### config.mk
export PLATFORM = sky130hd
export DESIGN_NAME = ccu_cd_router
export DESIGN_NICKNAME = d
export VERILOG_FILES = /design/src/rtl/ccu_cd_router.sv
export SDC_FILE = /design/constraint.sdc
export NUM_CORES = 1
export LEC_CHECK = 0
export ABC_AREA = 1
export ABC_CLOCK_PERIOD_IN_PS = 7380
export CAP_MARGIN = 20
export CORE_ASPECT_RATIO = 2
export CORE_UTILIZATION = 40
export DETAILED_ROUTE_END_ITERATION = 10
export DONT_BUFFER_PORTS = 1
export GPL_TIMING_DRIVEN = 0
export PLACE_DENSITY = 0.59
export SETUP_SLACK_MARGIN = 0.05
export SLEW_MARGIN = 20
export SYNTH_ARGS = -nofsm -noshare
export SYNTH_HDL_FRONTEND = slang
export SYNTH_SLANG_ARGS = --single-unit
export TNS_END_PERCENT = 10
### constraint.sdc
create_clock -name clk_i -period 7.38 [get_ports clk_i]
set_input_delay 1.476 -clock clk_i [delete_from_list [all_inputs] [get_ports clk_i]]
set_output_delay 1.476 -clock clk_i [all_outputs]
set_load 0.01 [all_outputs]
### src/rtl/ccu_cd_router.sv
// ccu_cd_router: steers snoop CD beats to R, W or both under per-line descriptors, with critical-word-first replay
module ccu_cd_router #(
    parameter int DATA_WIDTH = 64,
    parameter int ID_WIDTH   = 4,
    parameter int USER_WIDTH = 1,
    parameter int LEN_WIDTH  = 8,
    parameter int LINE_BEATS = 4,
    parameter int DESC_DEPTH = 4,
    parameter int OFF_W      = $clog2(LINE_BEATS)
) (
    input  logic                    clk_i,
    input  logic                    rst_i,
    input  logic                    desc_valid_i,
    output logic                    desc_ready_o,
    input  logic [ID_WIDTH-1:0]     desc_id_i,
    input  logic [LEN_WIDTH-1:0]    desc_len_i,
    input  logic [OFF_W-1:0]        desc_offset_i,
    input  logic [1:0]              desc_resp_i,
    input  logic [USER_WIDTH-1:0]   desc_user_i,
    input  logic                    desc_fwd_i,
    input  logic                    desc_wb_i,
    input  logic                    desc_wrap_i,
    input  logic                    cd_valid_i,
    output logic                    cd_ready_o,
    input  logic [DATA_WIDTH-1:0]   cd_data_i,
    input  logic                    cd_last_i,
    output logic                    r_valid_o,
    input  logic                    r_ready_i,
    output logic [ID_WIDTH-1:0]     r_id_o,
    output logic [DATA_WIDTH-1:0]   r_data_o,
    output logic [3:0]              r_resp_o,
    output logic                    r_last_o,
    output logic                    w_valid_o,
    input  logic                    w_ready_i,
    output logic [DATA_WIDTH-1:0]   w_data_o,
    output logic [DATA_WIDTH/8-1:0] w_strb_o,
    output logic                    w_last_o,
    output logic [USER_WIDTH-1:0]   w_user_o,
    output logic                    err_o,
    output logic                    busy_o
);
    localparam int PW = DESC_DEPTH > 1 ? $clog2(DESC_DEPTH) : 1;
    localparam int CW = $clog2(DESC_DEPTH + 1);
    localparam logic [OFF_W:0] LB  = (OFF_W + 1)'(LINE_BEATS);
    localparam logic [OFF_W:0] LB1 = (OFF_W + 1)'(LINE_BEATS - 1);

    typedef struct packed {
        logic [ID_WIDTH-1:0]   id;
        logic [LEN_WIDTH-1:0]  len;
        logic [OFF_W-1:0]      off;
        logic [1:0]            resp;
        logic [USER_WIDTH-1:0] user;
        logic                  fwd;
        logic                  wb;
        logic                  wrap;
    } desc_t;

    typedef enum logic [1:0] {IDLE, STREAM, REPLAY} state_t;

    desc_t                 mem [DESC_DEPTH];
    desc_t                 h;
    desc_t                 d_in;
    logic [PW-1:0]         wp, rp;
    logic [CW-1:0]         cnt, cnt_nx;
    state_t                state;
    logic [OFF_W:0]        b, off_x;
    logic [LEN_WIDTH:0]    rc, rc_nx, len_x;
    logic                  r_sent, w_sent;
    logic [DATA_WIDTH-1:0] rbuf [LINE_BEATS-1];
    logic                  stream, replay, push, pop, full, sel_r, sel_w;
    logic                  cd_acc, r_hs, w_hs, tail_wrap, go_replay, line_end, more;

    assign d_in      = {desc_id_i, desc_len_i, desc_offset_i, desc_resp_i, desc_user_i,
                        desc_fwd_i, desc_wb_i, desc_wrap_i};
    assign h         = mem[rp];
    assign len_x     = {1'b0, h.len};
    assign off_x     = {1'b0, h.off};
    assign stream    = state == STREAM;
    assign replay    = state == REPLAY;
    assign full      = cnt == CW'(DESC_DEPTH);
    assign push      = desc_valid_i && desc_ready_o;
    assign desc_ready_o = !full || pop;
    assign sel_w     = h.wb;
    assign sel_r     = h.fwd && b < LB && b >= off_x && rc <= len_x;
    assign r_valid_o = replay || (stream && cd_valid_i && sel_r && !r_sent);
    assign w_valid_o = stream && cd_valid_i && sel_w && !w_sent;
    assign cd_ready_o = stream && (!sel_r || r_sent || r_ready_i) && (!sel_w || w_sent || w_ready_i);
    assign cd_acc    = cd_valid_i && cd_ready_o;
    assign r_hs      = r_valid_o && r_ready_i;
    assign w_hs      = w_valid_o && w_ready_i;
    assign tail_wrap = h.wrap && h.off != '0;
    assign r_last_o  = rc == len_x || (replay ? b == off_x - 1'b1 : (b == LB1 || cd_last_i) && !tail_wrap);
    assign rc_nx     = rc + {{LEN_WIDTH{1'b0}}, r_hs};
    assign go_replay = tail_wrap && h.fwd && rc_nx <= len_x;
    assign line_end  = stream && cd_acc && cd_last_i;
    assign pop       = (line_end && !go_replay) || (replay && r_hs && r_last_o);
    assign cnt_nx    = cnt + CW'(push) - CW'(pop);
    assign more      = cnt_nx != '0;
    assign r_id_o    = h.id;
    assign r_data_o  = replay ? rbuf[b[OFF_W-1:0]] : cd_data_i;
    assign r_resp_o  = {h.resp, 2'b00};
    assign w_data_o  = cd_data_i;
    assign w_strb_o  = '1;
    assign w_last_o  = cd_last_i;
    assign w_user_o  = h.user;
    assign busy_o    = cnt != '0 || state != IDLE;

    // Descriptor storage and the pre-offset beats held for replay
    always_ff @(posedge clk_i) begin
        if (push) mem[wp] <= d_in;
        if (stream && cd_acc && h.wrap && b < off_x) rbuf[b[OFF_W-1:0]] <= cd_data_i;
    end

    // Descriptor FIFO pointers and occupancy
    always_ff @(posedge clk_i) begin
        if (rst_i) begin
            wp  <= '0;
            rp  <= '0;
            cnt <= '0;
        end else begin
            if (push) wp <= wp == PW'(DESC_DEPTH - 1) ? '0 : wp + 1'b1;
            if (pop) rp <= rp == PW'(DESC_DEPTH - 1) ? '0 : rp + 1'b1;
            cnt <= cnt_nx;
        end
    end

    // Line sequencing: streaming with fork handshakes, tail replay and framing check
    always_ff @(posedge clk_i) begin
        if (rst_i) begin
            state  <= IDLE;
            b      <= '0;
            rc     <= '0;
            r_sent <= 1'b0;
            w_sent <= 1'b0;
            err_o  <= 1'b0;
        end else begin
            err_o <= stream && cd_acc && (cd_last_i != (b == LB1));
            case (state)
                IDLE: begin
                    b  <= '0;
                    rc <= '0;
                    if (cnt != '0) state <= STREAM;
                end
                STREAM: begin
                    rc <= rc_nx;
                    if (cd_acc) begin
                        r_sent <= 1'b0;
                        w_sent <= 1'b0;
                        b      <= b == '1 ? b : b + 1'b1;
                        if (cd_last_i) begin
                            b <= '0;
                            if (go_replay) begin
                                state <= REPLAY;
                            end else begin
                                state <= more ? STREAM : IDLE;
                                rc    <= '0;
                            end
                        end
                    end else begin
                        if (r_hs) r_sent <= 1'b1;
                        if (w_hs) w_sent <= 1'b1;
                    end
                end
                REPLAY: begin
                    if (r_hs) begin
                        b  <= b + 1'b1;
                        rc <= rc_nx;
                        if (r_last_o) begin
                            state <= more ? STREAM : IDLE;
                            b     <= '0;
                            rc    <= '0;
                        end
                    end
                end
                default: state <= IDLE;
            endcase
        end
    end
endmodule

==> impl_results.md <==
- Die Area: 0.03523 sq mm
- DR pass1 iterations: 4
- Hold EP: r_sent
- Core area: about 0.034 sq mm
- Vias post-DR: 8417
- Vias per inst: about 5.1
- Max cap viols: 0
- Pins Over Slew Limit: 0
- Average size of a mapped cell: 11.94 sq um
- Post-synthesis register bit count: 300
- Die width: 133.2 um
- VDD IR max: about 0.25 mV
- Placer Congestion: 0.8204
- Endpoints failing setup: 0
- Die Height: 264.5 um
- Post-CTS Hold Fix Bufs: 0
- First-pass GRT wire length: 48.24 mm
- Status: completed
- Setup crit end kind: primary output
- CTS-repair resized insts: 0
- Max Fclk: 147.9 MHz
- Tcrit/Tclk final: about nine tenths
- Setup CP Type: flip-flop to primary output
- Worst hold start: r_sent
- Post-synth EDFFs: roughly 270
- Seq/Total Area, Yosys: a little under two thirds
- CTS sink count: 300
- Reg-to-reg endpoint: state[0]
- Port-buffer cells: 0
- Vias in the first global route: 8708
- Worst Clk Skew: ~0.019 ns
- WP data required: ~6 ns
- GRT Overall Usage: 18.15%
- Ports: 244
- Clock Path Buffers: 3
- TNS Setup: 0 ns
- Async set or reset register ratio after synthesis: 0%
- Min-delay worst type: flip-flop to flip-flop
- DR WL/cell: 19.38 um
- Static leakage: 5.728 nW
- Synth-to-layout area growth: 13.15%
- Final nets: ~1.3k
- CTS tree: yes
- Final total power: around 4.4 mW
- Crit-path most repeated cell: nand2_1
- H-tree levels: 1
- Synth unique cells: 47
- N_diodes: 0
- CP startpoint kind: flip-flop
- Clock Tree Root: clkbuf_16
- Slew headroom: 50.50%
- Mapped Cells: around 1.2k
- Initial Util: 40.81%
- Max incr delay on CP: 0.46 ns
- RSZ-0062 raised after global routing: false
- Worst r2r path cells: 38
- Fin. Hold Viols: 0
- Post-Syn Area: 0.01378 sq mm
- DRT Wirelength: 32.13 mm
- Residual DRC: 0
- CP Max Fanout: 10
- Top_reg_cell synth: edfxtp_1
- Post-CTS Setup Bufs: 0
- Fillers: 3117
- Final hold slack: about 0.48 ns
- Reg-to-reg slack, setup: 0.83 ns
- Cell Pwr Density: 281.3 mW/mm^2
- Fraction of layout cells with a size suffix above 1: 21.11%
- Row count: 95
- 1st-iter DRT viols: 308
- Worst-skew pair later-pin latency: approximately 0.55 ns
- Post-DP HPWL: 23.55 mm
- Cts bufs inserted: 27
- Min Tclk post-route: ~6.8 ns
- Worst hold stages: 2
- Remaining antenna violation count: 0
- Slowest cell on crit path: clkbuf_1
- Arr. time, crit path: ~5.3 ns
- Clock transition at path regs: 0.08 ns
- Ys Warns: 0
- Grt total ovfl: 0
- Largest net degree at the start of global routing: 22
- Initial antenna violation count: 0
- Worst Tran Pin Value: 0.7407 ns
-- cells in the mapped netlist (4+ instances only) --
master,count,area [sq um]
buf_2,9,45.04
xor2_1,6,52.55
a32o_1,8,80.08
edfxtp_1,272,8168
buf_4,77,578.1
nor2_1,128,480.5
a21oi_2,6,52.55
o21ai_1,4,20.02
ha_1,39,488.0
nor2_2,5,31.28
dfxtp_1,28,560.5
mux2i_1,64,640.6
a21oi_1,155,775.7
nand2_2,16,100.1
nand2_1,92,345.3
nand3_2,5,50.05
o22ai_1,8,50.05
or2_2,63,394.1
inv_1,60,225.2
clkbuf_1,34,127.6
nand3_1,12,60.06
o21ai_0,21,105.1
-- placed cells by master (no fill, tap or decap), types with 16 or more instances in the layout --
| cell type | n |
|---|---|
| a21oi_1 | 155 |
| buf_4 | 77 |
| clkbuf_1 | 39 |
| clkbuf_16 | 27 |
| dfxtp_1 | 28 |
| edfxtp_1 | 272 |
| ha_1 | 39 |
| inv_1 | 60 |
| mux2i_1 | 64 |
| nand2_1 | 92 |
| nand2_2 | 16 |
| nor2_1 | 121 |
| o21ai_0 | 21 |
| or2_2 | 63 |
-- layer usage --
layer / vias up / global-route usage (%) / wire length [um]
met3: 51 / 3.538 / 1723
met1: 4077 / 16.64 / 10790
li1: 4039 / - / -
met5: - / 0 / 0
met2: 250 / 37.50 / 18590
met4: 0 / 7.248 / 1033
-- cell type report --
class,count,area [sq um],area share [%]
timing repair buffer,11,295.3,1.894
inverter,67,255.2,1.637
clock inverter,15,166.4,1.068
sequential,300,8728,55.99
multi-input combinational,671,4103,26.32
buffer,124,773.2,4.960
clock buffer,34,721.9,4.631
tap,436,545.5,3.499
-- metrics by stage --
| step | cells | cell area [sq um] | setup WS, ns | util, % |
|---|---|---|---|---|
| 3_5_place_dp | 1609 | 14700 | 0.8049 | 43.55 |
| 6_report | 1658 | 15590 | 0.6193 | 46.18 |
| 2_1_floorplan | 1162 | 13810 | 1.957 | - |
| 3_3_place_gp | 1598 | 14350 | -0.8619 | 42.52 |
| 5_1_grt | 1658 | 15590 | 0.08313 | 46.18 |
| 4_1_cts | 1658 | 15590 | 0.5312 | 46.18 |
-- registers in the layout, summed over array words and instances, names as in the netlist, named ones only --
signal,cells
rbuf,192
w_sent,1
r_sent,1
wp,2
mem,80
state,2
cnt,3
rp,2
err_o,1
rc,9
b,3
-- cell families (layout without fill, tap and decap cells) --
kind of cell,after synthesis,after routing,share of synthesized area [%]
buf+inv,191,251,7.465
other cells,2,10,0.05451
fa+ha+maj,40,40,3.687
simple gates,338,338,11.82
mux,64,64,4.650
compound gates,212,212,8.528
flops,300,300,63.35
xor+xnor,7,7,0.4450
-- power breakdown --
part           leakage (nW)  total [mW]  switching, mW  internal (mW)
registers              2.69        1.99         0.0361           1.95
clock network         0.435        1.41          0.612          0.803
logic                  2.61       0.979          0.616          0.363
total                  5.73        4.38           1.26           3.12
-- how the worst max path moves through the flow --
| stage | startpoint | end | slack (ns) | cells past startpoint |
|---|---|---|---|---|
| 3_5_place_dp | flip-flop | state[0] | 0.80 | 41 |
| 6_report | flip-flop | desc_ready_o | 0.62 | 28 |
| 2_1_floorplan | flip-flop | state[0] | 1.96 | 41 |
| 4_1_cts | flip-flop | desc_ready_o | 0.53 | 31 |
| 3_3_place_gp | flip-flop | rbuf[0][18] | -0.86 | 17 |
| 5_1_grt | flip-flop | desc_ready_o | 0.08 | 31 |
-- worst max-delay path: cells and delay by family (launching register included) --
kind / cells / cell delay (ns)
buffers and inverters: 2 / 0.66
XOR/XNOR: 1 / 0.20
flip-flops: 1 / 0.39
AND/OR/NAND/NOR: 17 / 1.60
adder cells (fa/ha/maj): 4 / 1.06
AO/OA/AOI/OAI: 4 / 0.84
No activity file was read; power rests on OpenSTA's default activity.
